### config.mk
export PLATFORM = sky130hd
export DESIGN_NAME = calc_sequencer
export DESIGN_NICKNAME = d
export VERILOG_FILES = /design/src/rtl/calc_sequencer.sv
export SDC_FILE = /design/constraint.sdc
export NUM_CORES = 1
export LEC_CHECK = 0
export ABC_AREA = 1
export CELL_PAD_IN_SITES_DETAIL_PLACEMENT = 1
export CELL_PAD_IN_SITES_GLOBAL_PLACEMENT = 1
export CORE_MARGIN = 2
export CORE_UTILIZATION = 21
export DETAILED_ROUTE_END_ITERATION = 7
export GPL_ROUTABILITY_DRIVEN = 0
export PLACE_DENSITY_LB_ADDON = 0.1
export SYNTH_ARGS = -nofsm -noshare
export SYNTH_HDL_FRONTEND = slang
export SYNTH_SLANG_ARGS = --single-unit
export TNS_END_PERCENT = 50
### constraint.sdc
create_clock -name clk -period 1.5 [get_ports clk]
set_input_delay 0.3 -clock clk [delete_from_list [all_inputs] [get_ports clk]]
set_output_delay 0.3 -clock clk [all_outputs]
set_load 0.005 [all_outputs]
### src/rtl/calc_sequencer.sv
// calc_sequencer: Moore control FSM for the 16-bit multi-cycle CPU datapath.
// Decodes the IR opcode and issues one micro-step of datapath control per clock,
// waiting on the memory handshake in FETCH, MEM_RD and MEM_WR.
//
// Ports:
//   clk, reset (async, active-low)
//   input_opcode         IR[15:12], stable from DECODE until the instruction retires
//   input_Zero           ALU zero flag, used only by BRANCH
//   input_mem_ready      memory completes the current access this cycle
//   output_ALUOp/ALUSrcA/ALUSrcB/PCSrc     datapath selects
//   output_PCWrite/IRWrite/MemRead/MemWrite/IorD/RegWrite/MemtoReg  enables
//   output_halted/illegal                  sticky stop indications
//   output_state                           current state encoding
//   output_instr_count                     retired-instruction count
//
// Optional feature: define INSTR_COUNT_EN to build the retired-instruction
// counter; otherwise output_instr_count is tied to 0.
module calc_sequencer #(
  parameter int unsigned CNT_W       = 16,
  parameter logic [3:0]  HALT_OPCODE = 4'hF
) (
  input  logic             clk,
  input  logic             reset,
  input  logic [3:0]       input_opcode,
  input  logic             input_Zero,
  input  logic             input_mem_ready,
  output logic [3:0]       output_ALUOp,
  output logic [1:0]       output_ALUSrcA,
  output logic [1:0]       output_ALUSrcB,
  output logic             output_PCSrc,
  output logic             output_PCWrite,
  output logic             output_IRWrite,
  output logic             output_MemRead,
  output logic             output_MemWrite,
  output logic             output_IorD,
  output logic             output_RegWrite,
  output logic             output_MemtoReg,
  output logic             output_halted,
  output logic             output_illegal,
  output logic [3:0]       output_state,
  output logic [CNT_W-1:0] output_instr_count
);

  typedef enum logic [3:0] {
    StIdle    = 4'd0,
    StFetch   = 4'd1,
    StDecode  = 4'd2,
    StExecR   = 4'd3,
    StExecI   = 4'd4,
    StAluWb   = 4'd5,
    StMemAddr = 4'd6,
    StMemRd   = 4'd7,
    StMemWb   = 4'd8,
    StMemWr   = 4'd9,
    StBranch  = 4'd10,
    StHalt    = 4'd11,
    StIllegal = 4'd12
  } state_e;

  localparam logic [3:0] AluAdd = 4'b0000;
  localparam logic [3:0] AluSub = 4'b0001;
  localparam logic [1:0] SrcAPc = 2'b00;
  localparam logic [1:0] SrcAA  = 2'b10;
  localparam logic [1:0] SrcBB  = 2'b00;
  localparam logic [1:0] SrcB2  = 2'b01;
  localparam logic [1:0] SrcBImm = 2'b10;

  state_e state_q, state_d;
  logic   retire;

  always_ff @(posedge clk or negedge reset) begin
    if (!reset) begin
      state_q <= StIdle;
    end else begin
      state_q <= state_d;
    end
  end

  always_comb begin
    state_d         = state_q;
    retire          = 1'b0;
    output_ALUOp    = AluAdd;
    output_ALUSrcA  = SrcAPc;
    output_ALUSrcB  = SrcBB;
    output_PCSrc    = 1'b0;
    output_PCWrite  = 1'b0;
    output_IRWrite  = 1'b0;
    output_MemRead  = 1'b0;
    output_MemWrite = 1'b0;
    output_IorD     = 1'b0;
    output_RegWrite = 1'b0;
    output_MemtoReg = 1'b0;
    output_halted   = 1'b0;
    output_illegal  = 1'b0;

    case (state_q)
      StIdle: state_d = StFetch;
      StFetch: begin
        // PC <= PC + 2 and IR load happen together on the ready cycle.
        output_MemRead = 1'b1;
        output_ALUSrcB = SrcB2;
        output_IRWrite = input_mem_ready;
        output_PCWrite = input_mem_ready;
        if (input_mem_ready) state_d = StDecode;
      end
      StDecode: begin
        // Speculative branch target computed into ALUOut_sr.
        output_ALUSrcB = SrcBImm;
        if (input_opcode == HALT_OPCODE) begin
          state_d = StHalt;
        end else begin
          case (input_opcode)
            4'h0, 4'h1, 4'h2, 4'h3: state_d = StExecR;
            4'h4:                   state_d = StExecI;
            4'h5, 4'h6:             state_d = StMemAddr;
            4'h7, 4'h8:             state_d = StBranch;
            4'h9: begin
              state_d = StFetch;
              retire  = 1'b1;
            end
            default:                state_d = StIllegal;
          endcase
        end
      end
      StExecR: begin
        output_ALUSrcA = SrcAA;
        output_ALUSrcB = SrcBB;
        output_ALUOp   = input_opcode;
        state_d        = StAluWb;
      end
      StExecI: begin
        output_ALUSrcA = SrcAA;
        output_ALUSrcB = SrcBImm;
        state_d        = StAluWb;
      end
      StAluWb: begin
        output_RegWrite = 1'b1;
        state_d         = StFetch;
        retire          = 1'b1;
      end
      StMemAddr: begin
        output_ALUSrcA = SrcAA;
        output_ALUSrcB = SrcBImm;
        state_d        = (input_opcode == 4'h5) ? StMemRd : StMemWr;
      end
      StMemRd: begin
        output_MemRead = 1'b1;
        output_IorD    = 1'b1;
        if (input_mem_ready) state_d = StMemWb;
      end
      StMemWb: begin
        output_RegWrite = 1'b1;
        output_MemtoReg = 1'b1;
        state_d         = StFetch;
        retire          = 1'b1;
      end
      StMemWr: begin
        output_MemWrite = 1'b1;
        output_IorD     = 1'b1;
        if (input_mem_ready) begin
          state_d = StFetch;
          retire  = 1'b1;
        end
      end
      StBranch: begin
        output_ALUSrcA = SrcAA;
        output_ALUSrcB = SrcBB;
        output_ALUOp   = AluSub;
        output_PCSrc   = 1'b1;
        // BEQ takes on Zero, BNE on not-Zero.
        output_PCWrite = (input_opcode == 4'h7) ? input_Zero : ~input_Zero;
        state_d        = StFetch;
        retire         = 1'b1;
      end
      StHalt: output_halted = 1'b1;
      StIllegal: begin
        output_halted  = 1'b1;
        output_illegal = 1'b1;
      end
      default: state_d = StIdle;
    endcase
  end

  assign output_state = state_q;

`ifdef INSTR_COUNT_EN
  logic [CNT_W-1:0] instr_count_q;

  always_ff @(posedge clk or negedge reset) begin
    if (!reset) begin
      instr_count_q <= '0;
    end else if (retire) begin
      instr_count_q <= instr_count_q + CNT_W'(1);
    end
  end

  assign output_instr_count = instr_count_q;
`else
  logic unused_retire;
  assign unused_retire      = retire;
  assign output_instr_count = '0;
`endif

endmodule

# After elaboration in Yosys (flattened, before gate mapping)
# Cells that the tools add are included.
[op_classes] addsub=0 div_mod_pow=0 shifts=0 multipliers=0 reduce_logical=14 n_mux=21 order_cmp=0 n_eq_ne=25 n_bitwise=2
[op_table] cell="4-bit by 3-bit == test with 1-bit output (second input constant)" count=8
[op_table] cell="4-bit == test (second input constant)" count=8
[op_table] cell="4-bit case mux with 8 select lines" count=1
[op_table] cell="4-bit two-way mux" count=5
[op_table] cell="4-bit case mux with 5 select lines" count=1
[op_table] cell="4-bit by 2-bit == test with 1-bit output (second input constant)" count=4
[op_table] cell="2-bit OR reduction" count=7
[op_table] cell="4-bit OR reduction" count=3
[op_table] cell="1-bit two-way mux" count=10
[op_table] cell="4-bit by 1-bit == test with 1-bit output (second input constant)" count=2
[op_table] cell="4-bit logical NOT" count=2
[op_table] cell="4-bit case mux with 2 select lines" count=1
[op_table] cell="2-bit inequality test (second input constant)" count=3
[op_table] cell="2-bit case mux with 2 select lines" count=1
[op_table] cell="4-bit AND reduction" count=1
[op_table] cell="3-bit OR reduction" count=1
[op_table] cell="2-bit two-way mux" count=1
[op_table] cell="1-bit inverter" count=2
[op_table] cell="1-bit case mux with 2 select lines" count=1
[word_totals] in_bits=8 mem_bits_rw=0 regBits=4 romBits=0 n_memories=0 word_cells=63 out_inout_bits=38 latch_bits=0

# Longest topological paths before layout
[depth] ltp_word=5 mapped_depth=9 mapped_depth_nobuf=9

# Least setup slack after synthesis
# OpenSTA, ideal clock, no wires.
[synth_timing] path_type="register to output" from="register state_q[3] (netlist: output_state[3])" to="output output_PCWrite" path_stages_with_launch=7 arrival_time_ps=1003 required_ps=1200 setup_slack_ps=197 path_buffers=0 cell_sequence="dfrtp_1 -> inv_2 -> nor2_1 -> nand2_1 -> inv_1 -> nand2_1 -> o22ai_1"
[synth_via] elab_chain_cells=2 word_cells_on_any_way=3 classes_between="2 x eq/ne; 1 x mux"
[synth_lines] item="from (decl)" line="68" rtl="state_e state_q, state_d;"
[synth_lines] item="from (signal assigned)" line="73" rtl="state_q <= StIdle;"
[synth_lines] item="from (signal assigned)" line="75" rtl="state_q <= state_d;"
[synth_lines] item="4-bit == test / 4-bit by 1-bit == test with 1-bit output (equally long branches)" line="96" rtl="case (state_q)"
[synth_lines] item="1-bit case mux with 2 select lines (*)" line="96"
[synth_lines] item="to (decl)" line="31" rtl="output logic output_PCWrite,"
# Every way passes the cells marked *; elsewhere a longest branch is shown, timed or not.

# Final worst setup path
# Same ends and word-level chain as after synthesis.

==> parameters.txt <==
Parameter                              Value

Floorplan
  Initial cell density of the core    between 20% and 30%
  Die width    ~60 um
  CORE AREA    between 3000 and 4000 um2
  Num ports    46
  Row count    20
  Chip Height    around 60 um
  Total die area    roughly 3600 um2

Worst setup path
  Worst r2r dst    output_state[1]
  Capturing element of the worst setup path    output_PCWrite
  Worst-path cell with the longest stage delay    sky130_fd_sc_hd__dfrtp_2
  Reg2Reg Setup Slack    -0.15 ns
  Critical R2R Launch    output_state[2]
  Start-to-end type of the worst setup path    register to output port
  Depth of the worst register-to-register path    12
  Startpoint of the worst setup timing path    output_state[3]
  Highest cell delay on the worst timing path    around 0.46 ns
  Arrival @ worst endpoint    around 1.4 ns
  Critical path startpoint category    register
  Ordered list of cells on the worst path    buf_12 -> nor2_4 -> nand2_4 -> buf_6 -> o22ai_2 -> buf_2
  Critical path fanouts, max    4
  CP Data Required Time    1.20 ns
  Worst setup EP type    output port

Route
  DR WL met3    ~110 um
  Routed len/inst    13.39 um
  M1 WL    1303 um
  Final Routed Wirelength    approximately 3300 um
  Initial drt markers    21
  Via count    around 1000
  Met2 wire length    between 1500 and 2000 um
  Highest layer used for signal routing    met4
  Vias per cell    4.085
  DRC viols    0
  Antenna Nets Post-Route    0
  Number of iterations in the first detailed-routing pass    4

STA
  Post-route setup slack    -0.2049 ns
  Max Clock Freq    about 0.59 GHz
  Setup violation total in the final timing report    20
  Period utilisation layout    113.7%
  Worst Clk Skew    0.0003630 ns
  Number of slew-limit violations in the final report    0
  Hold Vio Cnt, Final    0
  Unrepaired setup endpoints after global routing    true
  Tmin final    between 1.5 and 2 ns

Pwr
  Leakage power total    0.9119 nW
  Pwr/cell area    between 1500 and 2000 nW/um2
  Worst VDD drop    a little under 0.0007 V
  Pwr Total    roughly 3.0 mW

GRT
  GRT Residual Overflow    0
  Largest net degree at the start of global routing    6
  All-layer global routing usage    approximately 18%
  Vias in the first global route    roughly 1100
  Number of antenna violations at the first check in global routing    0
  First-pass GRT wire length    roughly 4800 um

Finish
  Layout area overhead    141.0%
  Post-layout utilization of the core    around 53%
  Number of antenna repair diodes    0
  Final nets    approximately 210
  Cell Count, Final, Fillers Out    about 250
  Number of inserted filler cells in the final layout    395
  Area of the multi-input gates    slightly above 600 um2
  Most frequent standard cell in the layout excluding fill and tap cells    sky130_fd_sc_hd__buf_4
  Highest-count cells in the layout ignoring fill and taps    sky130_fd_sc_hd__buf_4 (38), sky130_fd_sc_hd__nand2_1 (23), sky130_fd_sc_hd__buf_6 (23)
  Max FFs per register    4
  Sequential Area    105.1 um2
  Fraction of final layout cells with drive strength greater than 1    approximately 64%

Yosys
  Mean post-synth cell area    approximately 5.7 um2
  Cell type contributing the most total cell area after synthesis    sky130_fd_sc_hd__nand2_1
  Top cells by area, synth    sky130_fd_sc_hd__nand2_1 (22%), sky130_fd_sc_hd__buf_4 (19%), sky130_fd_sc_hd__dfrtp_1 (15%)
  Number of warnings printed during yosys synthesis    0
  Register bit count reported by yosys    4
  Fraction of the yosys area taken by sequential cells    between 10% and 20%
  Number of distinct library cells after synthesis    23
  Share of the synthesized area in the top cell type    21.55%
  Total standard cell area after synthesis    ~660 um2
  Post-synthesis instance total    116

Clock tree
  TritonCTS clock tree    done
  Latest clock arrival within the worst-skew pair    0.23 ns
  Bufs on Longest Clock Path    2
  Number of buffers added by the clock tree synthesis step    3
  Buffer cell driving the clock tree root    sky130_fd_sc_hd__clkbuf_4
  Clock input transition at the sequential cells of the worst setup and hold paths    0.04 ns
  H-tree lvl count    1
  CTS sink count    4

Placement
  Placed cells    about 220
  Number of input and output port buffers inserted    28
  Worst-case setup slack after placement    -0.6043 ns
  Detailed-placement wirelength estimate    between 2000 and 2500 um

Status
  Failing checks    negative setup slack
  Outcome    complete, but fails checks

Run
  Max-capacitance violation count    0

Hold path
  Min-delay worst type    input pin to async pin
[Yosys cell counts]
library cell / instances
sky130_fd_sc_hd__dfrtp_1: 4
sky130_fd_sc_hd__o21ai_1: 1
sky130_fd_sc_hd__o21ai_0: 6
sky130_fd_sc_hd__conb_1: 1
sky130_fd_sc_hd__nand3_1: 5
sky130_fd_sc_hd__a21o_4: 1
sky130_fd_sc_hd__nand2_2: 1
sky130_fd_sc_hd__inv_2: 2
sky130_fd_sc_hd__a21oi_1: 1
sky130_fd_sc_hd__inv_1: 13
sky130_fd_sc_hd__o211ai_1: 1
sky130_fd_sc_hd__nand3_2: 1
sky130_fd_sc_hd__a21oi_2: 2
sky130_fd_sc_hd__nor3_1: 1
sky130_fd_sc_hd__o22ai_1: 1
sky130_fd_sc_hd__o22ai_2: 1
sky130_fd_sc_hd__a31oi_1: 1
sky130_fd_sc_hd__nand4_1: 1
sky130_fd_sc_hd__nand2_1: 38
sky130_fd_sc_hd__buf_4: 17
sky130_fd_sc_hd__nor2_2: 1
sky130_fd_sc_hd__nor2_4: 1
sky130_fd_sc_hd__nor2_1: 15
[kinds of logic (layout without fill, tap and decap cells)]
family | Yosys count | in the layout | share of synthesized area, %
simple gates | 64 | 64 | 40.64
buf+inv | 32 | 104 | 27.79
compound gates | 15 | 15 | 15.88
flops | 4 | 4 | 15.12
other cells | 1 | 17 | 0.5666
[how the worst min path moves through the flow]
stage | slack, ns | startpoint | cells after the start | to
2_1_floorplan | 0.004 | reset | 0 | output_state[0]
3_3_place_gp | 0.51 | reset | 1 | output_state[2]
3_5_place_dp | 0.52 | reset | 1 | output_state[0]
4_1_cts | 0.28 | reset | 1 | output_state[2]
5_1_grt | 0.29 | reset | 1 | output_state[0]
6_report | 0.27 | reset | 1 | output_state[3]
[metal layers]
metal / track usage [%] / vias to the layer above
met5: 0 / -
met4: 4.444 / 0
met3: 0.6494 / 2
met2: 33.07 / 28
met1: 21.72 / 480
li1: - / 503
[stage by stage]
step	area, um2	hold slack, ns	TNS (ns)
5_1_grt	1595	0.2894	-3.327
3_3_place_gp	1192	0.5059	-5.136
2_1_floorplan	721.9	0.004409	0
3_5_place_dp	1192	0.5186	-5.385
4_1_cts	1460	0.2760	-1.636
6_report	1595	0.2705	-2.271
[repair_timing]
action                                  in CTS  in global routing
resized for setup                          123                 34
endpoints found under the setup margin      23                 23
buffers inserted                            18                  6
hold buffers                                 0                  0
pin swaps                                   17                 13
[area by class of cell]
type | count | share of cell area (%)
Tap cell | 44 | 3.451
Multi-Input combinational cell | 96 | 39.06
Timing Repair Buffer | 86 | 45.80
Sequential cell | 4 | 6.588
Inverter | 15 | 3.686
Clock buffer | 3 | 1.412
[critical path: cells and delay by family, from the launching register on]
kind / cells / cell delay (ns)
DFF: 1 / 0.46
AOI/OAI and AO/OA: 1 / 0.12
and+or+nand+nor: 2 / 0.19
buffers and inverters: 3 / 0.41
[report_power, final]
| group | internal (mW) | total, mW | switching, mW |
|---|---|---|---|
| Sequential | 0.173 | 0.275 | 0.103 |
| Combinational | 1.38 | 2.60 | 1.21 |
| Clock | 0.0896 | 0.135 | 0.0450 |
| Total | 1.65 | 3.01 | 1.36 |
No activity file was read; power rests on OpenSTA's default activity.
